`src/rtl/sort_arbiter.sv`:
```
// sort_arbiter: two-requester front end for a single shared sorter.
// Grants one frame at a time (fixed preference when only one requests,
// round-robin pointer when both do), launches the sorter, waits for done
// or a timeout, then returns the result to the owning requester.
module sort_arbiter #(
  parameter int N       = 8,
  parameter int WIDTH   = 8,
  parameter int TIMEOUT = 1024
) (
  input  logic                 clk,
  input  logic                 rst,
  input  logic [1:0]           req_valid_i,
  output logic [1:0]           req_ready_o,
  input  logic [N*WIDTH-1:0]   req0_data_i,
  input  logic [N*WIDTH-1:0]   req1_data_i,
  output logic [1:0]           rsp_valid_o,
  input  logic [1:0]           rsp_ready_i,
  output logic [N*WIDTH-1:0]   rsp_data_o,
  output logic                 rsp_err_o,
  output logic                 sort_start_o,
  output logic [N*WIDTH-1:0]   sort_data_o,
  input  logic [N*WIDTH-1:0]   sort_data_i,
  input  logic                 sort_done_i,
  output logic                 busy_o,
  output logic                 owner_o
);

  localparam int CW = $clog2(TIMEOUT) + 1;

  localparam logic [1:0] IDLE  = 2'd0;
  localparam logic [1:0] START = 2'd1;
  localparam logic [1:0] WAIT  = 2'd2;
  localparam logic [1:0] RESP  = 2'd3;

  logic [1:0]    state;
  logic          prio;
  logic          owner;
  logic [CW-1:0] cnt;
  logic          any_req;
  logic          winner;
  logic          transfer;

  // Arbitration: single requester wins outright, a tie goes to the pointer.
  always_comb begin
    any_req     = |req_valid_i;
    winner      = (req_valid_i == 2'b11) ? prio : req_valid_i[1];
    req_ready_o = 2'b00;
    if (state == IDLE && any_req) begin
      req_ready_o = winner ? 2'b10 : 2'b01;
    end
    transfer    = |(req_valid_i & req_ready_o);
  end

  // State-decoded outputs.
  always_comb begin
    sort_start_o = (state == START);
    busy_o       = (state != IDLE);
    owner_o      = owner;
    rsp_valid_o  = 2'b00;
    if (state == RESP) begin
      rsp_valid_o = owner ? 2'b10 : 2'b01;
    end
  end

  // Frame sequencing: accept, launch, wait for done/timeout, respond.
  always_ff @(posedge clk or posedge rst) begin
    if (rst) begin
      state       <= IDLE;
      prio        <= 1'b0;
      owner       <= 1'b0;
      cnt         <= '0;
      rsp_err_o   <= 1'b0;
      rsp_data_o  <= '0;
      sort_data_o <= '0;
    end else begin
      case (state)
        IDLE: begin
          if (transfer) begin
            sort_data_o <= winner ? req1_data_i : req0_data_i;
            owner       <= winner;
            state       <= START;
          end
        end
        START: begin
          cnt   <= '0;
          state <= WAIT;
        end
        WAIT: begin
          // Done is checked first so a completion on the last allowed cycle
          // still returns data rather than an error.
          if (sort_done_i) begin
            rsp_data_o <= sort_data_i;
            rsp_err_o  <= 1'b0;
            state      <= RESP;
          end else if (cnt == CW'(TIMEOUT - 1)) begin
            rsp_data_o <= '0;
            rsp_err_o  <= 1'b1;
            state      <= RESP;
          end else begin
            cnt <= cnt + 1'b1;
          end
        end
        default: begin
          if (rsp_ready_i[owner]) begin
            prio  <= ~owner;
            state <= IDLE;
          end
        end
      endcase
    end
  end

endmodule

```
`config.mk`:
```
export PLATFORM = sky130hd
export DESIGN_NAME = sort_arbiter
export DESIGN_NICKNAME = d
export VERILOG_FILES = /design/src/rtl/sort_arbiter.sv
export SDC_FILE = /design/constraint.sdc
export NUM_CORES = 1
export LEC_CHECK = 0
export CAP_MARGIN = 15
export CELL_PAD_IN_SITES_DETAIL_PLACEMENT = 0
export CELL_PAD_IN_SITES_GLOBAL_PLACEMENT = 1
export CORE_ASPECT_RATIO = 0.9
export CORE_MARGIN = 5
export CORE_UTILIZATION = 32
export CTS_BUF_LIST = sky130_fd_sc_hd__clkbuf_4 sky130_fd_sc_hd__clkbuf_8
export DETAILED_ROUTE_END_ITERATION = 6
export PLACE_DENSITY = 0.92
export SKIP_CTS_REPAIR_TIMING = 1
export SYNTH_ARGS = -nofsm -noshare
export SYNTH_HDL_FRONTEND = slang
export SYNTH_SLANG_ARGS = --single-unit
```
`constraint.sdc`:
```
create_clock -name clk -period 12.9 [get_ports clk]
set_input_delay 1.935 -clock clk [delete_from_list [all_inputs] [get_ports clk]]
set_output_delay 1.935 -clock clk [all_outputs]
set_load 0.005 [all_outputs]
```
# ---- After elaboration in Yosys (flattened, before gate mapping)
# Cells that the tools add are included.
dict set report word_totals {
  latch_bits 0
  wordCells 55
  output_inout_bits 136
  mem_bits_rw 0
  romBits 0
  register_bits 144
  memories 0
}
dict set report classes {
  div_mod_pow 0
  muxes 20
  add_sub_neg 1
  eq_ne 9
  reduce_logical 14
  magnitude_cmp 1
  bitwise_logic 3
  mul 0
  shift 0
}
# cell count
set ops {}
lappend ops {{64-bit 2-to-1 mux} 3}
lappend ops {{11-bit 2-to-1 mux} 2}
lappend ops {{11-bit one-hot mux with 2 select lines} 1}
lappend ops {{2-bit 2-to-1 mux} 8}
lappend ops {{11-bit by 1-bit adder with 11-bit output, second input constant} 1}
lappend ops {{11-bit by 10-bit equality test with 1-bit output, second input constant} 1}
lappend ops {{2-bit equality test, second input constant} 3}
lappend ops {{2-bit inequality test, second input constant} 3}
lappend ops {{2-bit one-hot mux with 3 select lines} 1}
lappend ops {{2-bit AND reduction} 3}
lappend ops {{3-bit AND reduction} 2}
lappend ops {{2-bit nonzero test} 3}
lappend ops {{1-bit 2-to-1 mux} 5}
lappend ops {{4-bit nonzero test} 1}
lappend ops {{2-bit OR reduction} 2}
lappend ops {{3-bit inequality test, second input constant} 1}
lappend ops {{3-bit OR reduction} 1}
lappend ops {{2-bit bitwise AND} 1}
lappend ops {{2-bit by 1-bit equality test with 1-bit output, second input constant} 1}
lappend ops {{2-bit zero test} 1}
lappend ops {{1-bit by 2-bit less-than comparator with 1-bit output, second input constant} 1}
lappend ops {{1-bit inverter} 2}
lappend ops {{1-bit logical AND} 1}

# ---- Depth between registers and ports, before layout
dict set report logic_depth {
  ltp_word 8
  ltp_mapped 8
  ltp_nobuf 6
}

# ---- Least setup slack after synthesis
# No wires, ideal clock.
dict set report synth_timing {
  path_type {input-to-output}
  from {input req_valid_i[0]}
  to {output req_ready_o[1]}
  t_required_ns 10.965
  arrival_time_ns 2.693
  cell_stages 5
  path_buffers 2
  slack_ns 8.272
  path_cell_list {inv_1 -> o21ai_1 -> buf_2 -> buf_2 -> nor2_1}
}
dict set report synth_via {
  elab_chain_len 4
  elab_cells_between_ends 6
  cone_classes {eq/ne (1); mux (3); reduce/logical (2)}
}
# item line_no
set synth_lines {}
lappend synth_lines {{start: declaration} 12} ;# input logic [1:0] req_valid_i,
lappend synth_lines {{2-bit equality test} 46} ;# winner = (req_valid_i == 2'b11) ? prio : req_valid_i[1];
lappend synth_lines {{1-bit 2-to-1 mux} 46}
lappend synth_lines {{2-bit 2-to-1 mux} 49} ;# req_ready_o = winner ? 2'b10 : 2'b01;
lappend synth_lines {{2-bit 2-to-1 mux *} 48} ;# if (state == IDLE && any_req) begin
lappend synth_lines {{end: declaration} 13} ;# output logic [1:0] req_ready_o,
# Every way passes the cells marked *; elsewhere a longest branch is shown, timed or not.

# ---- Worst setup path after layout
dict set report layout_timing {
  from {input req_valid_i[0]}
  to {output req_ready_o[0]}
}
# Same word-level chain as after synthesis.

==> impl_metrics.toml <==
[timing]
tns_ns = 0
maxSlewViolCount = 0
layout_worst_path_cycle_share_pct = 41.4
timing.fmax_mhz = 187
worst_pin_slew_ns = 1.01
slew_headroom_pct = 33.0
period_needed_ns = 5.35
setup_viol = 0
rsz0062_at_grt = "no"
skew_ns = 0.0111
hold_viol_final = 0

[placed_design]
dp_hpwl_um = 14900
port_buffers = 334
gp_congestion = 0.811

[power_and_ir_drop]
p_comb_share_pct = 45.0
vdd_drop_max_v = 0.000101
internal_power_uw = 1380
p_per_area_nw_per_um2 = 205
p_sw_uw = 681
p_seq_share_pct = 37.3
clkPwrFrac_pct = 17.7
p_total_uw = 2060
p_leak_uw = 0.00448
p_sw_share_pct = 33.0

[cells_and_area]
layout.cells.most_common = "clkdlybuf4s50_1"
area_growth_pct = 64.3
layout_common_cells = "clkdlybuf4s50_1 (334), dfrtp_1 (144), nand2_1 (79)"
drive_gt1_share_pct = 5.70
nFillCells = 1700
diodes = 0
fin_nets = 1051

[clock_tree]
numCtsBuffers = 17
clockBufferDepth = 2
clock_latency_ns = 0.44
cts_tree = "built"
h-tree-depth = 4
clock_sinks = 144
cts.reportedPaths.clkPinSlew_ns = 0.07
cts_root_buf = "clkbuf_8"

[die]
die_y_um = 141
rows = 48
pin_count = 335
start_util_pct = 32.2
fp.dieW_um = 156
coreArea_um2 = 19000
dieArea_um2 = 22000

[yosys]
yosysSeqAreaShare_pct = 58.9
ys.warnings.count = 0
yosys.area.top_type_share_pct = 58.9
synth_cell_types = 41
synthCells = 525
syn_avg_cell_area_um2 = 11.7
syn_area_um2 = 6120
ys_seq_elements = 144
synth.area.top_cells = "dfrtp_1 (59%), mux2i_1 (10%), a22o_1 (9.2%), o21ai_0 (5.8%), nand2_1 (4.9%)"
syn-num-nets = 729
synth_top_area_cell = "dfrtp_1"

[run_status]
status = "complete, no violations"

[detailed_routing]
drtPass1Iterations = 4
routed_wirelength_um = 20000
vias = 5278
wl_per_cell_um = 18.0
drt-vias-per-instance = 4.75
drt-initial-drc-count = 275
ant_nets = 0
drcViolationCount = 0

[setup_path]
crit_path_end_kind = "output port"
cp_cell_sequence = "clkdlybuf4s50_1 -> inv_1 -> a211oi_1 -> clkdlybuf4s50_1"
cp.buffers_inverters = 3
critPathMaxStageDelay_ns = 0.56
crit_top_cell = "clkdlybuf4s50_1"
critPathMaxFanout = 2
cp_slowest_cell = "clkdlybuf4s50_1"
startpoint_type = "input pin"
crit_type = "input pin to output port"
cp_top_family = "buffers and inverters"
crit_arrival_ns = 3.41
worst-endpoint-required_ns = 10.97

[global_route]
grt_pass1_vias = 5559
grt_remaining_overflow = 0
grt_pass1_wl_um = 30400
antenna_found_initial = 0
grt_use_total_pct = 17.7
grt_max_degree = 112

[flow_run]
drv_cap = 0

[hold_path]
hp-class = "flip-flop to flip-flop"
layer usage:
metal  part of all wire, %  GRT usage (%)  vias up
met4                   1.5           4.88        0
met1                    41           21.5     2477
met5                     0              0        -
li1                      -              -     2529
met2                    46           28.9      256
met3                    11           7.55       16
final cells by class:
cell class / count / area, um2 / share of cell area, %
clock buffer: 18 / 241 / 2.40
clock inverter: 14 / 158 / 1.57
inverter: 9 / 38.8 / 0.386
tap: 250 / 313 / 3.11
timing repair buffer: 339 / 3380 / 33.6
sequential: 144 / 3600 / 35.8
multi-input combinational: 336 / 2320 / 23.1
cells by family after synthesis:
kind of cell	synth area share (%)
compound gates	18.2
flops	58.9
simple gates	7.20
mux	10.8
buf+inv	3.72
fa+ha+maj	1.02
xor+xnor	0.143
sequential cells by signal, indices dropped and copies added (netlist names):
register and count:
owner_o 1, prio 1, rsp_data_o 64, sort_data_o 64
rsp_err_o 1, cnt 11, state 2
cells in the mapped netlist:
master       n
a211oi_1     1
a21o_1       1
a21oi_1      2
a221o_1      1
a22o_1      64
a2bb2oi_1    1
a31oi_1      5
and2_1       1
and3_1       1
buf_1        5
buf_2       11
buf_6        6
clkbuf_1    14
dfrtp_1    144
ha_1         5
inv_1        9
mux2_2       2
mux2i_1     64
nand2_1     80
nand3_1      2
nand3_2      1
nand3b_1     1
nand4_1      1
nand4_2      1
nand4b_1     1
nor2_1      10
nor2b_1      1
nor3_1       2
o211ai_1     2
o21a_1       1
o21ai_0     71
o21ai_1      2
o22a_1       1
o22ai_1      1
o311ai_2     1
o31a_1       1
o31ai_1      3
o41ai_4      1
or2_2        1
or3_1        2
xnor2_1      1
path summary, 6_finish.rpt:
kind / from / end / slack [ns] / depth (start not counted)
min in group asynchronous: rst / rsp_data_o[32] / 1.99 / 2
worst max-delay path: req_valid_i[0] / req_ready_o[0] / 7.55 / 4
worst min-delay path: sort_data_o[35] / sort_data_o[35] / 0.48 / 2
worst max register to register: state[0] / state[1] / 10.50 / 6
max in group asynchronous: rst / sort_data_o[18] / 9.57 / 3
worst min register to register: sort_data_o[35] / sort_data_o[35] / 0.48 / 2
power by group through the flow:
stage          registers [uW]  logic (uW)  clock network (uW)
3_5_place_dp              770         945                   0
3_3_place_gp              770         928                   0
2_1_floorplan             779         357                   0
5_1_grt                   796        1010                 394
4_1_cts                   770         945                 378
6_report                  769         927                 364
per-stage QoR:
step	setup slack [ns]	area, um2	hold slack, ns	std cells	utilization (%)
after floorplan	7.10	6120	0.473	525	-
after global placement	7.55	9660	0.462	1078	50.9
after detailed placement	7.55	9660	0.469	1078	50.9
after CTS	7.54	10100	0.488	1110	53.0
after global routing	7.46	10100	0.500	1110	53.0
final	7.55	10100	0.482	1110	53.0
worst min-delay path, stage by stage (launching register included):
cell and delay, ns:
dfrtp_1 0.34, nand2_1 0.04, o21ai_0 0.06
Power figures use the tool's default switching activity.
